<file path="config.mk">
export PLATFORM = sky130hd
export DESIGN_NAME = rx_gearbox
export DESIGN_NICKNAME = d
export VERILOG_FILES = /design/src/rtl/rx_gearbox.sv
export SDC_FILE = /design/constraint.sdc
export NUM_CORES = 1
export LEC_CHECK = 0
export CAP_MARGIN = 5
export CORE_MARGIN = 3
export CORE_UTILIZATION = 35
export CTS_CLUSTER_DIAMETER = 100
export DETAILED_ROUTE_END_ITERATION = 6
export PLACE_DENSITY = 0.59
export SYNTH_ARGS = -nofsm -noshare
export SYNTH_HDL_FRONTEND = slang
export SYNTH_SLANG_ARGS = --single-unit
</file>
<file path="constraint.sdc">
create_clock -name i_clk -period 4.7 [get_ports i_clk]
set_clock_uncertainty 0.15 [all_clocks]
set_input_delay 0.94 -clock i_clk [delete_from_list [all_inputs] [get_ports i_clk]]
set_output_delay 0.94 -clock i_clk [all_outputs]
set_load 0.02 [all_outputs]
</file>
<file path="src/rtl/rx_gearbox.sv">
// Receive gearbox: rebuilds 66-bit blocks from a 32-bit SerDes stream and emits
// each block as two 32-bit words, the first tagged with the 2-bit sync header.
module rx_gearbox #(
    parameter int DATA_WIDTH = 32
) (
    input  logic                  i_clk,
    input  logic                  i_reset_n,
    input  logic [DATA_WIDTH-1:0] i_data,
    input  logic                  i_slip,
    output logic [DATA_WIDTH-1:0] o_data,
    output logic                  o_data_valid,
    output logic [1:0]            o_hdr,
    output logic                  o_hdr_valid
);

    generate
        if (DATA_WIDTH != 32) begin : g_width_check
            $error("rx_gearbox: only DATA_WIDTH = 32 is supported");
        end
    endgenerate

    // A pending slip that stalls phase 0 at cnt = 2 leaves 34 bits behind, so
    // the working vector holds up to 66 bits rather than 64.
    localparam int ACC_W = 2 * DATA_WIDTH + 2;

    logic [ACC_W-1:0]      r_acc;
    logic [6:0]            r_cnt;
    logic                  r_phase;
    logic                  r_slip_pend;

    logic [ACC_W-1:0]      w_full;
    logic [ACC_W-1:0]      w_next_acc;
    logic [DATA_WIDTH+1:0] w_lo;
    logic [6:0]            w_avail;
    logic [6:0]            w_used;
    logic                  w_take_lo;
    logic                  w_take_hi;

    assign w_full    = r_acc | ({{(ACC_W-DATA_WIDTH){1'b0}}, i_data} << r_cnt);
    assign w_avail   = r_cnt + 7'd32;
    assign w_take_lo = !r_phase && (w_avail >= (7'd34 + {6'd0, r_slip_pend}));
    assign w_take_hi = r_phase && (w_avail >= 7'd32);
    assign w_lo      = r_slip_pend ? w_full[DATA_WIDTH+2:1] : w_full[DATA_WIDTH+1:0];

    always_comb begin
        w_used = 7'd0;
        if (w_take_lo) begin
            w_used = 7'd34 + {6'd0, r_slip_pend};
        end else if (w_take_hi) begin
            w_used = 7'd32;
        end
    end

    assign w_next_acc = w_full >> w_used;

    always_ff @(posedge i_clk or negedge i_reset_n) begin
        if (!i_reset_n) begin
            r_acc        <= '0;
            r_cnt        <= '0;
            r_phase      <= 1'b0;
            r_slip_pend  <= 1'b0;
            o_data       <= '0;
            o_hdr        <= '0;
            o_data_valid <= 1'b0;
            o_hdr_valid  <= 1'b0;
        end else begin
            r_acc        <= w_next_acc;
            r_cnt        <= w_avail - w_used;
            o_data_valid <= w_take_lo | w_take_hi;
            o_hdr_valid  <= w_take_lo;
            // A slip arriving on a consuming cycle survives for the next block.
            r_slip_pend  <= (w_take_lo ? 1'b0 : r_slip_pend) | i_slip;
            if (w_take_lo) begin
                r_phase <= 1'b1;
                o_hdr   <= w_lo[1:0];
                o_data  <= w_lo[DATA_WIDTH+1:2];
            end else if (w_take_hi) begin
                r_phase <= 1'b0;
                o_data  <= w_full[DATA_WIDTH-1:0];
            end
        end
    end

endmodule

</file>
# == After elaboration in Yosys (flattened, before gate mapping) ==
# Cells that the tools add are included.
# classes
addsub,3
order_cmp,2
shifts,2
mux,8
n_bitwise,3
n_reduce_logical,4
# ops
operator,n
$or 66x66->66,1
$shl 32x7->66,1
$shr 66x7->66,1
$mux 32,2
$mux 34,1
$add 6x1->7 const A,1
$add 7x6->7 const B,1
$ge 7x6->1 const B,1
$ge 7x7->1,1
$mux 7,1
$sub 7x7->7,1
$mux 6,1
$mux 1,3
$logic_and 1x1->1,2
$or 1x1->1,2
$reduce_bool 2->1,1
$logic_not 1->1,1
# word_totals
ff_bits,111
input_bits,35
out_inout_bits,36
word_cells,30

# == Depth between registers and ports, before layout ==
# depth
ltp_word,6
mapped_depth,16

# == Least setup slack after synthesis ==
# OpenSTA, ideal clock, no wires.
# synth_path
path_kind,reg-to-reg
startpoint,reg r_cnt[0]
endpoint,reg r_cnt[5]
setup_time_ns,0.122
arrival_time_ns,3.303
required_time_ns,4.428
slack_ns,1.125
path_stages_with_launch,16
period_less_slack_ns,3.575
cell_sequence,dfrtp_1 -> buf_6 -> buf_4 -> buf_4 -> inv_1 -> ha_1 -> nor2b_1 -> o41ai_1 -> a21oi_2 -> inv_2 -> clkbuf_1 -> clkbuf_1 -> ha_1 -> a211oi_1 -> nand2_1 -> xor2_1
# synth_between
elab_chain_len,6
elab_cells_between_ends,8
# synth_lines
item,line_no,rtl
"start, declared",27,logic [6:0] r_cnt;
"start signal, assigned",68,r_cnt <= w_avail - w_used;
$add 7x6->7 *,40,assign w_avail = r_cnt + 7'd32;
$ge 7x6->1,42,assign w_take_hi = r_phase && (w_avail >= 7'd32);
$logic_and 1x1->1,42,
$mux 6,49,end else if (w_take_hi) begin
$mux 7,47,if (w_take_lo) begin
$sub 7x7->7 *,68,
# Mark *: on every way between the ends. The rest lies on a longest branch, timed or not.
# A chain may end at the register's enable or synchronous reset.

# == Worst setup path in the final report ==
# layout_path
startpoint,reg r_cnt[5]
endpoint,reg r_cnt[6]
# Same word-level chain as after synthesis.

==> qor.csv <==
stage;metric;value;unit
route;Routed Antenna Nets;0;
global_routing;Global Route Usage Sum;23.2;%
synthesis;mux cell area share after synthesis;23.5;%
worst_setup_path;Crit path arrival time;4.08;ns
global_routing;first-pass GRT wire length;47400;um
synthesis;Synth Area in Simple Gates;12.2;%
floorplan;die area;0.0266;mm2
synthesis;Main synth FF type;dfrtp_1;
timing;Tcrit/Tclk final;83.8;%
route;TritonRoute pass-1 iters;7;
worst_setup_path;Crit Path Max Fanout;21;
placement;RD Place Congestion;0.960;
placement;PortBufs;70;
clocking;cts hold-fix bufs;0;
timing;RSZ-0062 raised after global routing;no;
run_status;outcome;finished, final reports clean;
clocking;Post-CTS Setup Bufs;0;
timing;Pins Over Slew Limit;0;
timing;Worst-Margin Slew;1.01;ns
synthesis;Synth Area in Compound Gates;24.7;%
worst_setup_path;R2R setup slack;0.76;ns
route;via density per instance;6.54;
final_layout;layout cells sized above 1;17.9;%
timing;Max Fclk;0.254;GHz
timing;Worst slew margin;32.6;%
global_routing;initial antenna violation count;0;
worst_setup_path;Critical Path RT;4.84;ns
clocking;Sink Count;111;
route;DR iter-0 viols;986;
clocking;H-tree depth;3;
route;DRC errors left;0;
final_layout;Synth-to-Final Area Change;14.6;%
clocking;clock root cell;clkbuf_16;
hold_path;HP Class;reg2reg;
synthesis;largest family of logic cells by synthesized area;compound AO/OA/AOI/OAI gates;
floorplan;top-level port count;71;
synthesis;flops & latches, synth;111;
worst_setup_path;Crit Path Class;reg2reg;
placement;hpwl dp;22000;um
floorplan;Die X-Extent;163;um
synthesis;post-synth cell types;81;
final_layout;n_diodes;0;
final_layout;FILL cells;2348;
synthesis;share of flip-flops with an asynchronous set or reset;100;%
floorplan;row count;56;
synthesis;Synth Area in Adders;1.10;%
synthesis;Post-Synth XOR/XNOR Area;0.405;%
global_routing;Congestion Overflow GR;0;
synthesis;Post-Syn Area per Cell;9.95;um2
clocking;Worst-Skew Late Latency;0.36;ns
route;Vias;8003;
global_routing;pin count of the biggest net entering global routing;74;
timing;Final setup viols;0;
synthesis;Mapped Cells;869;
clocking;CTS tree;built;
route;routed len/inst;25.4;um
worst_setup_path;critical path capture point type;flop;
floorplan;Core Region;0.0239;mm2
route;Routed WL;31100;um
floorplan;die height;163;um
final_layout;NumNets Final;941;
worst_setup_path;nature of the critical path startpoint;flop;
synthesis;Post-Syn Area;0.00864;mm2
flow_run;max-cap violation count;0;
synthesis;sequential area share after synthesis;32.1;%
clocking;PostCTS Resize Cnt;0;
clocking;Clock Path Buffers;2;
synthesis;Syn Nets;911;
floorplan;initial core utilization;36.2;%
synthesis;Synth Warn #;0;
clocking;Clock Pin Slew Worst Setup and Hold Paths;0.08;ns
timing;final hold viol count;0;
global_routing;vias in the first global route;7485;
synthesis;number of synthesized flops with an enable pin;0;
timing;TNS Setup;0;ns
timing;Final min period;3.94;ns
clocking;number of buffers created by CTS;9;
-- synthesized netlist by cell type (all sizes together), types with 3 or more instances --
| library cell | instances | area, um2 |
|---|---|---|
| mux2 | 32 | 364 |
| nor3 | 24 | 120 |
| ha | 6 | 75.1 |
| o21ai | 55 | 279 |
| and3 | 3 | 18.8 |
| a21o | 7 | 52.6 |
| a22oi | 14 | 105 |
| inv | 19 | 71.3 |
| a211oi | 5 | 37.5 |
| nand2 | 57 | 214 |
| dfrtp | 111 | 2780 |
| or2 | 6 | 37.5 |
| a211o | 3 | 26.3 |
| mux2i | 41 | 410 |
| o221ai | 19 | 166 |
| a22o | 3 | 26.3 |
| a2bb2oi | 5 | 43.8 |
| a311oi | 4 | 52.6 |
| o22ai | 15 | 93.8 |
| o211ai | 25 | 188 |
| o211a | 3 | 30.0 |
| a221oi | 15 | 156 |
| a221o | 9 | 90.1 |
| clkbuf | 51 | 195 |
| a21oi | 49 | 268 |
| a31o | 5 | 43.8 |
| o31ai | 7 | 52.6 |
| nand3 | 8 | 40.0 |
| and2 | 17 | 106 |
| nand2b | 16 | 108 |
| nor2 | 79 | 297 |
| nor2b | 5 | 31.3 |
| buf | 27 | 236 |
| o32ai | 6 | 52.6 |
| a31oi | 14 | 87.6 |
| o221a | 5 | 56.3 |
| o21a | 5 | 37.5 |
| mux4 | 55 | 1260 |
| o21bai | 9 | 71.3 |
-- cells in the final DEF (no fill, tap or decap), drive strengths merged, types with 8 or more instances in the layout --
| cell | count |
|---|---|
| inv | 20 |
| dfrtp | 111 |
| nand2 | 57 |
| mux2i | 41 |
| clkbuf | 9 |
| o21ai | 55 |
| clkdlybuf4s50 | 69 |
| o21bai | 9 |
| a21oi | 49 |
| nor2 | 79 |
| nand2b | 16 |
| and2 | 17 |
| a22oi | 14 |
| o221ai | 19 |
| buf | 28 |
| a221oi | 15 |
| o211ai | 25 |
| o22ai | 15 |
| a221o | 9 |
| mux4 | 55 |
| mux2 | 32 |
| a31oi | 14 |
| nor3 | 24 |
| nand3 | 8 |
-- state kept, by name (all words and copies together), names as in the netlist --
register      count
r_cnt             7
o_data_valid      1
o_hdr             2
o_hdr_valid       1
r_phase           1
r_slip_pend       1
o_data           32
r_acc            66
-- cell families after synthesis --
group / after synthesis
AO/OA/AOI/OAI: 295
AND/OR/NAND/NOR: 225
multiplexers: 128
flip-flops: 111
buffers and inverters: 99
adder cells (fa/ha/maj): 7
XOR/XNOR: 4
-- path summary, 6_finish.rpt --
kind | from | end | cells past startpoint
worst max-delay path | r_cnt[5]$_DFF_PN0_ | r_cnt[6]$_DFF_PN0_ | 10
worst min-delay path | o_hdr[0]$_DFFE_PN0N_ | o_hdr[0]$_DFFE_PN0N_ | 2
worst max register to register | r_cnt[5]$_DFF_PN0_ | r_cnt[6]$_DFF_PN0_ | 10
worst min register to register | o_hdr[0]$_DFFE_PN0N_ | o_hdr[0]$_DFFE_PN0N_ | 2
max in group asynchronous | i_reset_n | r_acc[9]$_DFF_PN0_ | 2
min in group asynchronous | i_reset_n | o_hdr[0]$_DFFE_PN0N_ | 1
-- per-stage QoR --
step	cells	instance area, um2	worst slack, ns	util (%)	hold WS, ns
2_1_floorplan	869	8640	1.13	-	0.316
3_3_place_gp	1207	9590	0.778	40.1	0.322
3_5_place_dp	1207	9590	0.749	40.1	0.335
4_1_cts	1223	9910	0.818	41.5	0.351
5_1_grt	1223	9910	0.578	41.5	0.399
6_report	1223	9910	0.760	41.5	0.342
-- per-layer routing --
layer	global-route usage [%]	wire, um	up-vias
li1	-	-	3434
met1	31.3	12500	4008
met2	37.6	14700	466
met3	4.24	2580	95
met4	8.50	1280	0
met5	0	0	-
-- critical path, stage by stage, from the launching register on --
cell	delay [ns]
dfrtp_1	0.66
nor4_2	0.72
a31oi_1	0.30
a211o_1	0.60
inv_1	0.19
ha_1	0.17
inv_1	0.07
fa_1	0.45
nand2b_1	0.19
a21oi_1	0.22
xor2_1	0.15
-- area by class of cell --
type	instances	area, um2	area share (%)
clock inverter	7	96.3	0.972
multi-input combinational	659	5370	54.2
tap	319	399	4.03
inverter	21	78.8	0.795
timing repair buffer	97	963	9.72
clock buffer	9	225	2.27
sequential	111	2780	28.1
Power is left out: the tool's default activity adds up to more than one toggle a clock period on the data nets, which glitch-free logic cannot reach.
